==> config.mk <==
export PLATFORM = sky130hd
export DESIGN_NAME = rr_encoder_32to5
export DESIGN_NICKNAME = d
export VERILOG_FILES = /design/src/rtl/rr_encoder_32to5.sv
export SDC_FILE = /design/constraint.sdc
export NUM_CORES = 1
export LEC_CHECK = 0
export BUFFER_PORTS_ARGS = -buffer_cell sky130_fd_sc_hd__clkbuf_2
export CELL_PAD_IN_SITES_DETAIL_PLACEMENT = 1
export CELL_PAD_IN_SITES_GLOBAL_PLACEMENT = 2
export CORE_ASPECT_RATIO = 1.2
export CORE_MARGIN = 2
export CORE_UTILIZATION = 22
export DETAILED_ROUTE_END_ITERATION = 7
export PLACE_DENSITY_LB_ADDON = 0.2
export SETUP_SLACK_MARGIN = 0.5
export SLEW_MARGIN = 25
export SYNTH_ARGS = -nofsm -noshare
export SYNTH_HDL_FRONTEND = slang
export SYNTH_SLANG_ARGS = --single-unit
export TNS_END_PERCENT = 20
==> constraint.sdc <==
create_clock -name clk -period 1.2 [get_ports clk]
set_input_delay 0.12 -clock clk [delete_from_list [all_inputs] [get_ports clk]]
set_output_delay 0.12 -clock clk [all_outputs]
set_load 0.1 [all_outputs]
==> src/rtl/rr_encoder_32to5.sv <==
// rr_encoder_32to5 -- registered 32-to-5 request encoder with valid/ready output.
//
// Picks one set bit of `request` and presents its index on `code` behind a
// valid/ready handshake. It is the inverse of the register-file 5-bit address
// decoder and lets several requesters share one 5-bit address port.
//
// Optional feature macro: RR_PRIORITY_EN
//   defined   : round-robin. The scan starts at `ptr`, and ptr <= code+1 on each handshake.
//   undefined : fixed priority (lowest set index wins), and ptr reads 0.
//
// Ports
//   clk        in   rising-edge clock
//   reset_n    in   asynchronous active-low reset
//   request    in   [N_REQ-1:0] request vector, bit i = index i wants service
//   code       out  [CODE_W-1:0] granted index
//   code_valid out  code holds a grant
//   code_ready in   consumer accepts code this cycle
//   multi      out  >=2 request bits were set when code was loaded
//   ptr        out  [CODE_W-1:0] round-robin start pointer (visibility)
module rr_encoder_32to5 #(
  parameter int N_REQ  = 32,
  parameter int CODE_W = 5
) (
  input  logic              clk,
  input  logic              reset_n,
  input  logic [N_REQ-1:0]  request,
  output logic [CODE_W-1:0] code,
  output logic              code_valid,
  input  logic              code_ready,
  output logic              multi,
  output logic [CODE_W-1:0] ptr
);

  logic                hs;
  logic                slot_free;
  logic                any_req;
  logic                many_req;
  logic [2*N_REQ-1:0]  dbl;
  logic [2*N_REQ-1:0]  dbl_sh;
  logic [N_REQ-1:0]    rot;
  logic [CODE_W-1:0]   off;
  logic [CODE_W-1:0]   sel;

  assign hs        = code_valid & code_ready;
  assign slot_free = ~code_valid | code_ready;
  assign any_req   = |request;
  // Clearing the lowest set bit leaves something only if two or more were set.
  assign many_req  = |(request & (request - N_REQ'(1)));

  // Rotate the request vector so that bit ptr lands at position 0. A
  // fixed-priority search on the rotated vector then gives the offset from ptr.
  assign dbl    = {request, request};
  assign dbl_sh = dbl >> ptr;
  assign rot    = dbl_sh[N_REQ-1:0];

  always_comb begin
    off = '0;
    for (int i = N_REQ-1; i >= 0; i--)
      if (rot[i]) off = CODE_W'(i);
  end

  // The CODE_W-bit add wraps modulo N_REQ (N_REQ == 2**CODE_W).
  assign sel = ptr + off;

  // Output register. A held grant (valid && !ready) is sticky. It ignores the
  // request vector until the consumer takes it.
  always_ff @(posedge clk or negedge reset_n) begin
    if (!reset_n) begin
      code       <= '0;
      code_valid <= 1'b0;
      multi      <= 1'b0;
    end else if (slot_free) begin
      if (any_req) begin
        code       <= sel;
        code_valid <= 1'b1;
        multi      <= many_req;
      end else begin
        code_valid <= 1'b0;
      end
    end
  end

`ifdef RR_PRIORITY_EN
  // The pointer advances only on an accepted grant. A load on the same edge
  // still selects with the pre-update value.
  always_ff @(posedge clk or negedge reset_n) begin
    if (!reset_n)
      ptr <= '0;
    else if (hs)
      ptr <= code + CODE_W'(1);
  end
`else
  assign ptr = '0;
`endif

endmodule

* Word level (Yosys, flattened, before mapping)
Cells that the tools add are included.
Word-level totals: bits in writable memories 0, memories kept 0, register bits 7, input bits 35, latch bits 0, bits in read-only memories 0, output and inout port bits 12
Operators by class: shift operators 0, bitwise operators 3, order comparisons 0, add/sub/neg operators 1, div/mod/pow operators 0, reductions and logical operators 3, mux-type cells 33, eq/ne operators 0, multipliers 0
Operators with widths (number):
- $mux W5 | 32
- $reduce_or A32 Y1 | 2
- $and A32 B32 Y32 | 1
- $sub A32 B1 Y32 const B | 1
- $reduce_and A2 Y1 | 1
- $mux W1 | 1
- $not A1 Y1 | 1
- $or A1 B1 Y1 | 1

* Logic depth before layout (Yosys ltp)
Gate-level depths: netlist of run 1.
word-level depth 32, mapped depth 7

* Worst setup path before layout of run 1
Ideal clock, no wire load.
path kind input port to flip-flop, start input port request[28], end register code[2], library setup time 0.126 ns, setup slack -0.731 ns, arrival time 1.805 ns, cell stages on the path 4, buffers on the path 0, cell sequence or4_1 > or2_2 > o41ai_4 > mux2_2
On the way: longest elaborated chain between the ends 29, elaborated cells on any way between the ends 31, classes of those cells 29 x mux; 2 x reduce/logical
Ends and longest elaborated chain:
- from (decl) | RTL line 26 | input logic [N_REQ-1:0] request,
- $mux W5 (29 in series) | RTL line 59 | if (rot[i]) off = CODE_W'(i);
- to (signal assigned) | RTL line 74 | code <= sel;
- to (decl) | RTL line 27 | output logic [CODE_W-1:0] code,
Parallel ways exist; a longest one is shown, timed or not. A chain may end at the register's enable or synchronous reset.

* Worst setup path after layout of run 1
start input port request[3], end register multi
On the way: longest elaborated chain between the ends 3, elaborated cells on any way between the ends 5, classes of those cells 1 x add/sub; 1 x bitwise; 3 x reduce/logical
Ends and longest elaborated chain:
- $sub A32 B1 Y32 | RTL line 48 | assign many_req = |(request & (request - N_REQ'(1)));
- $and A32 B32 Y32 | RTL line 48
- $reduce_or A32 Y1 | RTL line 48
- to (signal assigned) | RTL line 76 | multi <= many_req;
- to (decl) | RTL line 30 | output logic multi,
Parallel ways exist; a longest one is shown, timed or not.

==> flow_metrics.tcl, run 1 <==
set metrics [dict create \
    synth_cell_types 43 \
    num_vias 1596 \
    cts_sinks 7 \
    wire_per_inst_um 15.42 \
    startpoint "request[3]" \
    grt.overflow.total 0 \
    cap_viol_max_count 0 \
    antenna_cells 0 \
    crit_chain "buf_6 > nor4_4 > buf_4 > nand4_4 > buf_6 > a21oi_1 > o22ai_1 > nor4_2 > buf_4 > a32oi_2" \
    post-route-util_pct 47.33 \
    h-tree-depth 1 \
    switchingPower_uw 482.0 \
    outcome "finished, violations left" \
    drt-total-wl_um 4856 \
    fin_crit_sh_pct 157.7 \
    yosysWarnings 0 \
    crit_fanout 4 \
    die_x_um 67.29 \
    setup_viol 7 \
    slowest_stage "nor4_2" \
    r2r_start "code_valid" \
    syn_area_um2 1057 \
    antenna_found_initial 0 \
    drive_above_1_share_pct 56.03 \
    post-route-drc-count 0 \
    ys_async_sr_fraction_pct 100.0 \
    dr.pass1.iters 4 \
    path_class "input port to flip-flop" \
    setup_ws_ns -0.6920 \
    final_max_slew_viol_count 0 \
    portBuffers 41 \
    startpoint_type "input port" \
    hold_viol 0 \
    min_path_type "input port to async pin" \
    synth_cells 142 \
    grt_pass1_wl_um 7569 \
    fin_skew_ns 0.005603 \
    fmax_mhz 528.5 \
    dieArea_um2 5379 \
    root_buffer "clkbuf_8" \
    grt_max_degree 8 \
    ir_drop_mv 0.4933 \
    arrival_ns 1.98 \
    ant_nets 0 \
    cts_buffer_depth 2 \
    pwr-share-comb_pct 51.7 \
    dpl_cell_area_um2 1857 \
    synth-edff-count 0 \
    core-area_um2 4594 \
    initial_core_util_pct 23.01 \
    io-pin-count 47 \
    power-per-cell-area_nw_per_um2 564.6 \
    leakage_nw 0.9687 \
    area_growth_pct 105.7 \
    yosys.area.top_type "dfrtp_1" \
    crit_required_ns 1.29 \
    clk-insertion-delay-late_ns 0.23 \
    swShare_pct 39.26 \
    avgSynthCellArea_um2 7.446 \
    violations "setup timing" \
    cts_made_buffers 3 \
    min_period_ns 1.892 \
    clk_pin_slew_ns 0.04 \
    grt_pass1_vias 1704 \
    die_height_um 79.94 \
    grt.total_usage_pct 17.91 \
    netlist_top_cells_area "dfrtp_1, a21oi_1, nor3_1" \
    ys_ff_latch 7 \
    synth_seq_area_share_pct 16.57 \
    fin_area_um2 2175 \
    viasPerCell 5.067 \
    slowest_delay_ns 0.39 \
    cts_tree "built" \
    fin_nets 293 \
    place_congestion 0.8364 \
    drtIter0Drc 44 \
    yosys.area.top_type_share_pct 16.57 \
    rsz0062_at_grt "yes" \
    synth_ff_type "dfrtp_1" \
    num_rows 27 \
    pwr-share-seq_pct 21.1 \
    yosys-top-cells-count "a21oi_1, nor3_1, nor2_1" \
    dp_hpwl_um 3925 \
    p_clk_share_pct 27.2 \
    cellInternalPower_uw 745.8 \
    critPathCaptureType "flip-flop" \
]
-- layout make-up --
cell class / instances / area [um^2]
flip-flops and latches: 7 / 176.4
well taps: 58 / 72.57
repair buffers: 114 / 913.4
fillers: 581 / 2420
inverters: 8 / 30.03
clock buffers: 4 / 45.04
multi-input cells: 124 / 937.1
-- power groups by stage --
stage / sequential, mW / combinational (mW) / clock (mW)
after floorplan: 0.329 / 0.198 / 0
after global placement: 0.262 / 0.561 / 0
after detailed placement: 0.263 / 0.578 / 0
after CTS: 0.260 / 0.606 / 0.345
after global routing: 0.261 / 0.676 / 0.361
final: 0.260 / 0.634 / 0.334
-- per-stage QoR --
stage               cells  setup WS [ns]  power, mW  hold WS (ns)  setup TNS, ns
global placement      296        -0.7513     0.8235      -0.03750         -4.042
global route          315        -0.7607      1.297        0.2864         -3.384
floorplan             146        -0.6773     0.5273       -0.1756         -3.214
finish                315        -0.6920      1.228        0.2643         -3.009
detailed placement    296        -0.8476     0.8409      -0.03469         -4.591
CTS                   307        -0.5253      1.210        0.2633         -2.556
-- final timing paths --
path,cells after the start,to,slack (ns)
min reg2reg,2,code[1],0.55
min in group clk,3,code[1],0.26
max,10,multi,-0.69
max reg2reg,6,multi,-0.31
min,2,code[3],0.26
max in group asynchronous,2,code_valid,0.76
-- registers in the layout, summed over array words and instances, names as in the netlist --
register    count
code            5
code_valid      1
multi           1
-- critical path, delay by kind of cell --
kind	cells	cell delay, ns
AO/OA/AOI/OAI	3	0.40
buffers and inverters	4	0.62
AND/OR/NAND/NOR	3	0.83
-- cells by family (layout without fill, tap and decap cells) --
kind of cell	Yosys count	count (layout)	share of synthesized area, %
AOI/OAI and AO/OA	52	52	33.97
other	1	5	0.3547
muxes	2	2	2.012
and+or+nand+nor	64	64	39.05
DFF	7	7	16.57
adders and majority gates	1	1	0.9468
buffers and inverters	15	126	7.101
-- routing by layer --
layer	track usage, %	routed length, um
met1	19.64	1812
met2	36.83	2832
met3	1.975	150
met4	1.020	61
met5	0	0
-- placed cells by master, fill, tap and decap left out, drive strengths merged, types with 5 or more instances in the layout --
cell,n
inv,8
o21ai,8
dfrtp,7
clkbuf,34
nand2,10
a211oi,5
nor3,13
buf,83
nor4,9
conb,5
nor2,12
a21oi,13
-- repair_timing --
item / in CTS / in global routing
endpoints found under the hold margin: 7 / 0
resized for setup: 17 / 20
buffers inserted: 6 / 8
pin swaps: 10 / 14
endpoints found under the setup margin: 14 / 14
hold buffers: 1 / 0
Note: power is estimated with default switching activity, not from simulation.
==> inputs of run 2 (changes only) <==
--- a/config.mk
+++ b/config.mk
@@ -8,7 +8,6 @@
 export BUFFER_PORTS_ARGS = -buffer_cell sky130_fd_sc_hd__clkbuf_2
 export CELL_PAD_IN_SITES_DETAIL_PLACEMENT = 1
 export CELL_PAD_IN_SITES_GLOBAL_PLACEMENT = 2
-export CORE_ASPECT_RATIO = 1.2
 export CORE_MARGIN = 2
 export CORE_UTILIZATION = 22
 export DETAILED_ROUTE_END_ITERATION = 7
==> run 2 against run 1 <==
- clock-buffer cell count unchanged
- first-iteration DRC count increased by 4.5%
- the flow still finishes with violations (setup timing)
- critical endpoint is now code[2]
- cell count decreased by 5.1%
- clock power decreased by 1%
- worst setup slack improved by 0.15 ns
- maximum frequency increased by 8.4%
==> flow_metrics.tcl, run 2 (synthesis results as in run 1) <==
set metrics [dict create \
    area_growth_pct 98.46 \
    die_x_um 73.33 \
    initial_core_util_pct 22.53 \
    ir_drop_mv 0.3667 \
    grt_max_degree 9 \
    min_path_type "input port to flip-flop" \
    violations "setup timing" \
    viasPerCell 5.127 \
    h-tree-depth 1 \
    crit_fanout 5 \
    place_congestion 0.8424 \
    startpoint "request[13]" \
    drive_above_1_share_pct 53.47 \
    cts_buffer_depth 2 \
    dieArea_um2 5377 \
    clk-insertion-delay-late_ns 0.23 \
    met2WireLength_um 2563 \
    core-area_um2 4692 \
    drtIter0Drc 46 \
    min_period_ns 1.745 \
    topRoutingLayerUsed "met4" \
    dp_hpwl_um 3997 \
    crit_required_ns 1.31 \
    root_buffer "clkbuf_8" \
    final_max_slew_viol_count 0 \
    rsz0062_at_grt "yes" \
    die_height_um 73.33 \
    worst_hold_slack_ns 0.2057 \
    ant_nets 0 \
    wire_per_inst_um 15.55 \
    fin_area_um2 2098 \
    setup_ws_ns -0.5446 \
    r2r_start "code_valid" \
    portBuffers 41 \
    grt_pass1_vias 1565 \
    top_register "code" \
    cts_sinks 7 \
    r2r_setup_slack_ns -0.27 \
    final_cell_mix "buf_4, clkbuf_2, buf_6" \
    cts_made_buffers 3 \
    final_common_cell "buf_4" \
    top_regs "code: 5 flops, code_valid: 1 flops, multi: 1 flops" \
    largest_reg_flops 5 \
    ff2ff_path_depth 5 \
    fin_nets 281 \
    fin_crit_sh_pct 145.4 \
    antenna_found_initial 0 \
    fmax_mhz 573.2 \
    critPathCaptureType "flip-flop" \
    regArea_um2 177.7 \
    antenna_cells 0 \
    grt.total_usage_pct 17.32 \
    path_class "input port to flip-flop" \
    hold_viol 0 \
    tns_ns -2.528 \
    multi_input_area_um2 935.9 \
    fill_cells 576 \
    setup_viol 6 \
    outcome "finished, violations left" \
    cap_viol_max_count 0 \
    startpoint_type "input port" \
    m1WireLength_um 1918 \
    cts_tree "built" \
    dr.pass1.iters 4 \
    post-route-drc-count 0 \
    io-pin-count 47 \
    num_vias 1533 \
    fin_skew_ns 0.001549 \
    arrival_ns 1.85 \
    pre_cts_ws_ns -0.8317 \
    endpoint "code[2]" \
    num_rows 25 \
    leakage_nw 0.9443 \
    grt.overflow.total 0 \
    dpl_cell_area_um2 1844 \
    r2r_end "multi" \
    dr_wl_met3_um 150 \
    drt-total-wl_um 4650 \
    grt_pass1_wl_um 7355 \
    clk_pin_slew_ns 0.04 \
    power-per-cell-area_nw_per_um2 578.9 \
]
## run 2: cell count changes in the layout (fill, tap and decap cells not counted), moves of 2 or more
cell	previous run	this run
buf_4	67	50
nor4b_2	2	0
nor3_2	3	1
nand2_4	0	2
nor4b_1	0	2
buf_6	9	14
## run 2: power by group
part           leakage, nW  internal (mW)  switching [mW]
Sequential          0.0815          0.248          0.0139
Clock               0.0228          0.230           0.100
Combinational        0.840          0.262           0.361
## run 2: timing repair
action,in CTS,in global routing
gates resized for setup,17,30
setup buffers,1,2
hold buffers,1,0
endpoints found under the setup margin,14,14
pin swaps,5,10
endpoints found under the hold margin,7,0
## run 2: worst min-delay path by stage
stage / startpoint / endpoint / depth (start not counted)
CTS: request[1] / code[1] / 3
global placement: reset_n / code[1] / 1
finish: request[0] / code[1] / 3
detailed placement: reset_n / code[1] / 1
floorplan: reset_n / code[0] / 0
global route: request[0] / code[1] / 3
## run 2: area by class of cell
| class | instances | area share, % |
|---|---|---|
| clock buffers | 4 | 2.147 |
| flip-flops and latches | 7 | 8.467 |
| inverters | 8 | 1.431 |
| well taps | 54 | 3.220 |
| repair buffers | 102 | 40.13 |
| multi-input cells | 124 | 44.60 |
## run 2: per-stage QoR
| stage | total power, mW | utilization (%) | std cells |
|---|---|---|---|
| floorplan | 0.5273 | - | 146 |
| global placement | 0.8229 | 39.31 | 291 |
| detailed placement | 0.8409 | 39.31 | 291 |
| CTS | 1.202 | 42.29 | 297 |
| global route | 1.278 | 44.72 | 299 |
| finish | 1.215 | 44.72 | 299 |
## run 2: layer usage
layer	global-route usage, %	vias up
li1	-	768
met1	20.92	728
met2	33.93	35
met3	1.920	2
met4	1.212	0
met5	0	-
## run 2: critical path: stages
cell	delay, ns
buf_6	0.10
nor4_4	0.27
buf_4	0.17
nand4_4	0.13
buf_6	0.18
o41ai_4	0.37
buf_4	0.22
mux2_4	0.30
